## src/rtl/key_repeat.sv

```systemverilog
// key_repeat
//
// Turns a debounced, level-valued key into single-cycle command pulses with
// typematic auto-repeat. A press edge gives an immediate pulse. If the key
// stays held and repeat is enabled, a second pulse follows INIT_DELAY cycles
// later. After that, pulses repeat every REPEAT_PERIOD cycles until release.
//
// Parameters
//   INIT_DELAY    cycles from the first pulse to the second (2 .. 2^NBITS-1)
//   REPEAT_PERIOD cycles between later repeat pulses     (2 .. 2^NBITS-1)
//   NBITS         delay counter width
//
// Ports
//   Clk       in   system clock
//   Rst       in   synchronous active-high reset
//   KeyClean  in   debounced key level, 1 = pressed (synchronous to Clk)
//   RepeatEn  in   1 = auto-repeat, 0 = one pulse per press
//   KeyPulse  out  registered one-cycle command pulse
//   KeyHeld   out  registered, high while a press is being tracked
module key_repeat #(
  parameter int INIT_DELAY    = 12500000,
  parameter int REPEAT_PERIOD = 5000000,
  parameter int NBITS         = 24
) (
  input  logic Clk,
  input  logic Rst,
  input  logic KeyClean,
  input  logic RepeatEn,
  output logic KeyPulse,
  output logic KeyHeld
);

  localparam logic [1:0] IDLE   = 2'd0;
  localparam logic [1:0] FIRST  = 2'd1;
  localparam logic [1:0] REPEAT = 2'd2;

  // Terminal counts: the counter runs 0 .. N-1, so a pulse lands N edges
  // after the previous one.
  localparam logic [NBITS-1:0] INIT_TERM   = NBITS'(INIT_DELAY - 1);
  localparam logic [NBITS-1:0] REPEAT_TERM = NBITS'(REPEAT_PERIOD - 1);

  logic [1:0]       state;
  logic [NBITS-1:0] count;
  logic             key_q;

  always_ff @(posedge Clk) begin
    if (Rst) begin
      state    <= IDLE;
      count    <= '0;
      KeyPulse <= 1'b0;
      KeyHeld  <= 1'b0;
      // Pretend the key was already down, so a key held through reset must
      // be released and pressed again before it produces a pulse.
      key_q    <= 1'b1;
    end else begin
      key_q    <= KeyClean;
      KeyPulse <= 1'b0;
      case (state)
        IDLE: begin
          if (KeyClean && !key_q) begin
            KeyPulse <= 1'b1;
            KeyHeld  <= 1'b1;
            count    <= '0;
            state    <= FIRST;
          end
        end
        FIRST: begin
          // Release has priority over a terminal count on the same edge.
          if (!KeyClean) begin
            state   <= IDLE;
            KeyHeld <= 1'b0;
            count   <= '0;
          end else if (count == INIT_TERM) begin
            // With repeat disabled the counter parks at terminal until release.
            if (RepeatEn) begin
              KeyPulse <= 1'b1;
              count    <= '0;
              state    <= REPEAT;
            end
          end else begin
            count <= count + 1'b1;
          end
        end
        REPEAT: begin
          if (!KeyClean) begin
            state   <= IDLE;
            KeyHeld <= 1'b0;
            count   <= '0;
          end else if (!RepeatEn) begin
            // Holding count at 0 makes a later re-enable restart the period.
            count <= '0;
          end else if (count == REPEAT_TERM) begin
            KeyPulse <= 1'b1;
            count    <= '0;
          end else begin
            count <= count + 1'b1;
          end
        end
        default: begin
          state   <= IDLE;
          count   <= '0;
          KeyHeld <= 1'b0;
        end
      endcase
    end
  end

endmodule

```

## config.mk

```make
export PLATFORM = sky130hd
export DESIGN_NAME = key_repeat
export DESIGN_NICKNAME = d
export VERILOG_FILES = /design/src/rtl/key_repeat.sv
export SDC_FILE = /design/constraint.sdc
export NUM_CORES = 1
export LEC_CHECK = 0
export ABC_AREA = 1
export BUFFER_PORTS_ARGS = -buffer_cell sky130_fd_sc_hd__buf_2
export CELL_PAD_IN_SITES_DETAIL_PLACEMENT = 0
export CELL_PAD_IN_SITES_GLOBAL_PLACEMENT = 1
export CORE_MARGIN = 4
export CORE_UTILIZATION = 30
export DETAILED_ROUTE_END_ITERATION = 6
export PLACE_DENSITY_LB_ADDON = 0.1
export SLEW_MARGIN = 40
export SYNTH_ARGS = -nofsm -noshare
export SYNTH_HDL_FRONTEND = slang
export SYNTH_SLANG_ARGS = --single-unit
```

## constraint.sdc

```tcl
create_clock -name Clk -period 1.86 [get_ports Clk]
set_input_delay 0.186 -clock Clk [delete_from_list [all_inputs] [get_ports Clk]]
set_output_delay 0.186 -clock Clk [all_outputs]
set_load 0.05 [all_outputs]
```

### Word-level counts from Yosys, hierarchy flattened

Index checks and enable logic that the tools add are counted.

| word-level totals | value |
|---|---|
| memory bits (writable) | 0 |
| bits of input ports | 4 |
| bits in latches | 0 |
| logic and storage cells | 48 |
| output and inout port bits | 2 |
| memories | 0 |
| register bits | 29 |
| ROM bits | 0 |

| cells by class | value |
|---|---|
| multiply operators | 0 |
| magnitude comparators | 0 |
| shifts and indexed selects | 0 |
| multiplexer cells | 25 |
| equal/unequal tests | 10 |
| reductions and logical operators | 7 |
| divide/modulo/power cells | 0 |
| add/subtract/negate cells | 1 |
| bitwise logic cells | 0 |

Operator list:

| cell | number |
|---|---|
| two-way mux 24 bit | 7 |
| one-hot mux 24 bit (3 select lines) | 1 |
| adder 24 x 1 -> 24 bit (second input constant) | 1 |
| equality test 24 x 23 -> 1 bit (second input constant) | 1 |
| equality test 24 bit (second input constant) | 1 |
| two-way mux 2 bit | 5 |
| two-way mux 1 bit | 9 |
| != test 2 bit (second input constant) | 3 |
| != test 3 bit (second input constant) | 2 |
| one-hot mux 2 bit (3 select lines) | 1 |
| != test 4 bit (second input constant) | 1 |
| AND reduction 2 bit | 2 |
| AND reduction 4 bit | 1 |
| one-hot mux 1 bit (3 select lines) | 1 |
| equality test 2 x 1 -> 1 bit (second input constant) | 1 |
| equality test 2 bit (second input constant) | 1 |
| logical NOT 2 bit | 1 |
| one-hot mux 1 bit (2 select lines) | 1 |
| OR reduction 2 bit | 1 |
| logical AND 1 bit | 1 |
| logical NOT 1 bit | 1 |

### Depth between registers and ports, before layout

| depth | value |
|---|---|
| word-level depth | 5 |
| mapped depth | 13 |
| mapped depth without buffers | 12 |

### Least setup slack after synthesis

Ideal clock, no wire load.

| path | value |
|---|---|
| path kind | reg2reg |
| start | register count[0] |
| end | register count[15] |
| buffers on the path | 1 |
| data required time | 1.738 ns |
| period minus slack after synthesis | 1.668 ns |
| library setup time | 0.122 ns |
| slack | 0.192 ns |
| arrival | 1.546 ns |
| cell stages (with the launch flop) | 14 |
| cells stage by stage | dfxtp_1 > ha_1 > nand2_2 > nor2_4 > inv_2 > nor2_2 > nand3_2 > nand2_2 > nand2_4 > nand2_4 > nand2_4 > nand2_4 > buf_12 > nor2_4 |

| between the ends | value |
|---|---|
| longest elaborated chain between the ends | 5 |
| elaborated cells between the ends (all ways) | 11 |
| those cells by class | add/sub: 1; eq/ne: 3; mux: 6; reduce/logical: 1 |

Ends and longest elaborated chain:

| what | RTL line | source |
|---|---|---|
| start, declared | 43 | `logic [NBITS-1:0] count;` |
| start signal, assigned | 81 | `count <= count + 1'b1;` |
| start signal, assigned | 96 | `count <= count + 1'b1;` |
| adder 24 x 1 -> 24 bit or equality test 24 x 23 -> 1 bit (tied branches) | 81, 96, 92 |  |
| two-way mux 24 bit | 92 | `end else if (count == REPEAT_TERM) begin` |
| two-way mux 24 bit | 89 | `end else if (!RepeatEn) begin` |
| two-way mux 24 bit | 85 | `if (!KeyClean) begin` |
| one-hot mux 24 bit (3 select lines) | 58 | `case (state)` |

Parallel ways exist; a longest one is shown, timed or not.
A chain may end at the register's enable or synchronous reset.

### Worst setup path in the final report

| path | value |
|---|---|
| start | register count[0] |
| end | register count[23] |

The elaborated chain is that of the path after synthesis.

==> metrics.md <==
| Metric | Value |
|---|---|
| Outcome | `completed` |
| Die Width | `around 90 um` |
| Endpoints failing setup | `0` |
| Synth cell types | `28` |
| Final nets | `approximately 340` |
| DPL Wire Length | `around 4500 um` |
| Top cells by area, synth | `dfxtp_1, nand2_1, inv_1, nor2_4, nor2_1` |
| CP required | `just over 2 ns` |
| Worst-Margin Slew | `roughly 0.33 ns` |
| Drt initial violations | `approximately 150` |
| Ys async rst share | `0%` |
| Most common cell in the synthesized netlist | `nand2_1` |
| Die Y | `89.79 um` |
| Final Util | `a little under two fifths` |
| Final WL | `approximately 5700 um` |
| Yosys top cell by area | `dfxtp_1` |
| Antenna cells | `0` |
| Share of the synthesized area in the top cell type | `approximately 29%` |
| Placed cells | `approximately 400` |
| Max Fanout on Critical Path | `4` |
| Mapped Cells | `just over 300` |
| Initial antenna violation count | `0` |
| Seq/Total Area, Yosys | `28.93%` |
| Placeable Area | `around 6400 um^2` |
| Final Wtd Congestion | `about 0.85` |
| Avg Cell Area, Syn | `roughly 6.6 um^2` |
| Overall Global Routing Usage | `around 15%` |
| IO Count | `6` |
| Hold_ws | `about 0.085 ns` |
| Residual DRC count | `0` |
| Routed vias/inst | `about 4.6` |
| Max cap viols | `0` |
| Final slew viol count | `0` |
| Clk_skew | `0.004735 ns` |
| Num CTS Buffers | `5` |
| Hold WC Path Type | `in2reg` |
| TritonCTS clock tree | `done` |
| VDD IR max | `around 0.42 mV` |
| Hold_buf cts | `0` |
| Initial Util | `around 31%` |
| Pin count of the biggest net entering global routing | `14` |
| Post-Layout Cell Count | `roughly 410` |
| Minimum clock period after layout | `around 1.7 ns` |
| CP arrival | `between 1.5 and 2 ns` |
| Relative slew margins | `between 70 and 80%` |
| Mapped Area | `2007 um^2` |
| Number of global-route vias before repair | `~1.9k` |
| Startpoint types | `flop` |
| Final Cell Area | `approximately 2400 um^2` |
| Post-route ant nets | `0` |
| Area grow syn2layout | `21.13%` |
| Reg clk slew, reported paths | `about 0.070 ns` |
| Worst setup EP type | `flop` |
| WS Path Type | `reg2reg` |
| # rows | `29` |
| CTS max path bufs | `2` |
| Total die area | `between 8000 and 9000 um^2` |
| Layout cells sized above 1 | `25.07%` |
| Root Driver | `clkbuf_8` |
| EDFF count, synth | `0` |
| Warnings, synthesis | `0` |
| PwrDens | `1044 nW/um^2` |
| Routed len/inst | `about 14 um` |
| Post-synthesis net count | `313` |
| Clock sinks | `29` |
| TritonRoute pass-1 iters | `5` |
| First-pass GRT wire length | `~9500 um` |
| Grt ovf | `0` |
| Routed vias | `~1.9k` |
| H-tree depth | `2` |
| DP Area | `~2300 um^2` |
| Max Freq | `between 0.5 and 0.6 GHz` |
| Synth top cells by count | `nand2_1, inv_1, nor2_1` |
| Top_reg_cell synth | `dfxtp_1` |
| Post-route clock period utilization | `92.62%` |
| Leak Pwr | `roughly 0.9 nW` |
| Synth Register Bits | `29` |
| Clk_lat worst skew | `approximately 0.28 ns` |
| Number of port buffers | `5` |
| Final Hold Vio Count | `0` |
state kept, by name, indices dropped and copies added (netlist names):
name      flops
KeyHeld       1
key_q         1
KeyPulse      1
state         2
count        24
through the flow:
stage / setup TNS (ns) / power [mW] / setup WS, ns
floorplan: 0 / 1.493 / 0.1923
CTS: 0 / 2.382 / 0.02647
finish: 0 / 2.538 / 0.1373
global route: -0.01403 / 2.706 / -0.006229
global placement: 0 / 1.856 / 0.002032
detailed placement: -0.02143 / 1.841 / -0.02143
cells by family after synthesis:
family,count (synthesis),share of synthesized area [%]
adder cells (fa/ha/maj),5,3.117
XOR/XNOR,5,2.182
AND/OR/NAND/NOR,190,48.19
buffers and inverters,49,10.60
flip-flops,29,28.93
AO/OA/AOI/OAI,26,6.983
path summary, 6_finish.rpt:
| kind | startpoint | endpoint | slack, ns | cells after the start |
|---|---|---|---|---|
| setup / recovery | count[0] | count[23] | 0.14 | 11 |
| hold / removal | Rst | KeyPulse | 0.08 | 2 |
| setup reg to reg | count[0] | count[23] | 0.14 | 11 |
| hold reg to reg | KeyHeld | KeyHeld | 0.46 | 2 |
layout make-up:
| cell class | instances | area (um^2) |
|---|---|---|
| tap | 77 | 96.34 |
| clock inverter | 2 | 10.01 |
| timing repair buffer | 28 | 214.0 |
| multi-input combinational | 226 | 1290 |
| sequential | 29 | 583.1 |
| clock buffer | 6 | 72.57 |
| fill | 699 | 3991 |
| inverter | 44 | 165.2 |
repair_timing:
action                     4_1_cts  5_1_grt
setup buffers                    0        2
gates resized for setup          1       20
pin swaps                        0        2
setup endpoints to repair        1       24
hold endpoints to repair         0        0
power by group:
group          switching [mW]  total (mW)  internal (mW)  leakage, nW
registers              0.0306       0.689          0.659        0.235
clock network           0.256       0.515          0.259       0.0450
logic                   0.830        1.33          0.504        0.645
total                    1.12        2.54           1.42        0.926
placed cells by master (no fill, tap or decap), types with 5 or more instances in the layout:
master / n
nand4_1: 10
a21oi_1: 12
nand2_2: 7
inv_1: 40
o21ai_1: 5
dfxtp_1: 27
nor2_2: 9
buf_2: 5
xor2_1: 5
nand3_1: 25
o21ai_0: 5
buf_4: 21
nor3_1: 6
clkbuf_8: 5
nor2_1: 33
nor2_4: 12
nand2_1: 74
layer usage:
layer | GRT usage (%) | vias up | share of wire [%]
li1 | - | 1030 | -
met1 | 20.13 | 846 | 51
met2 | 23.25 | 26 | 45
met3 | 2.504 | 5 | 2.9
met4 | 4.598 | 0 | 1.0
met5 | 0 | - | 0
critical path: stages (launching register included):
cell      delay, ns
dfxtp_2        0.36
buf_4          0.12
nand3_1        0.10
nor2_2         0.19
nand2_1        0.10
nor2_2         0.17
nand2_1        0.10
nand3b_1       0.19
nor2_1         0.11
nand2_1        0.07
nand2_2        0.08
nor2_4         0.03
No activity file was read; power rests on OpenSTA's default activity.
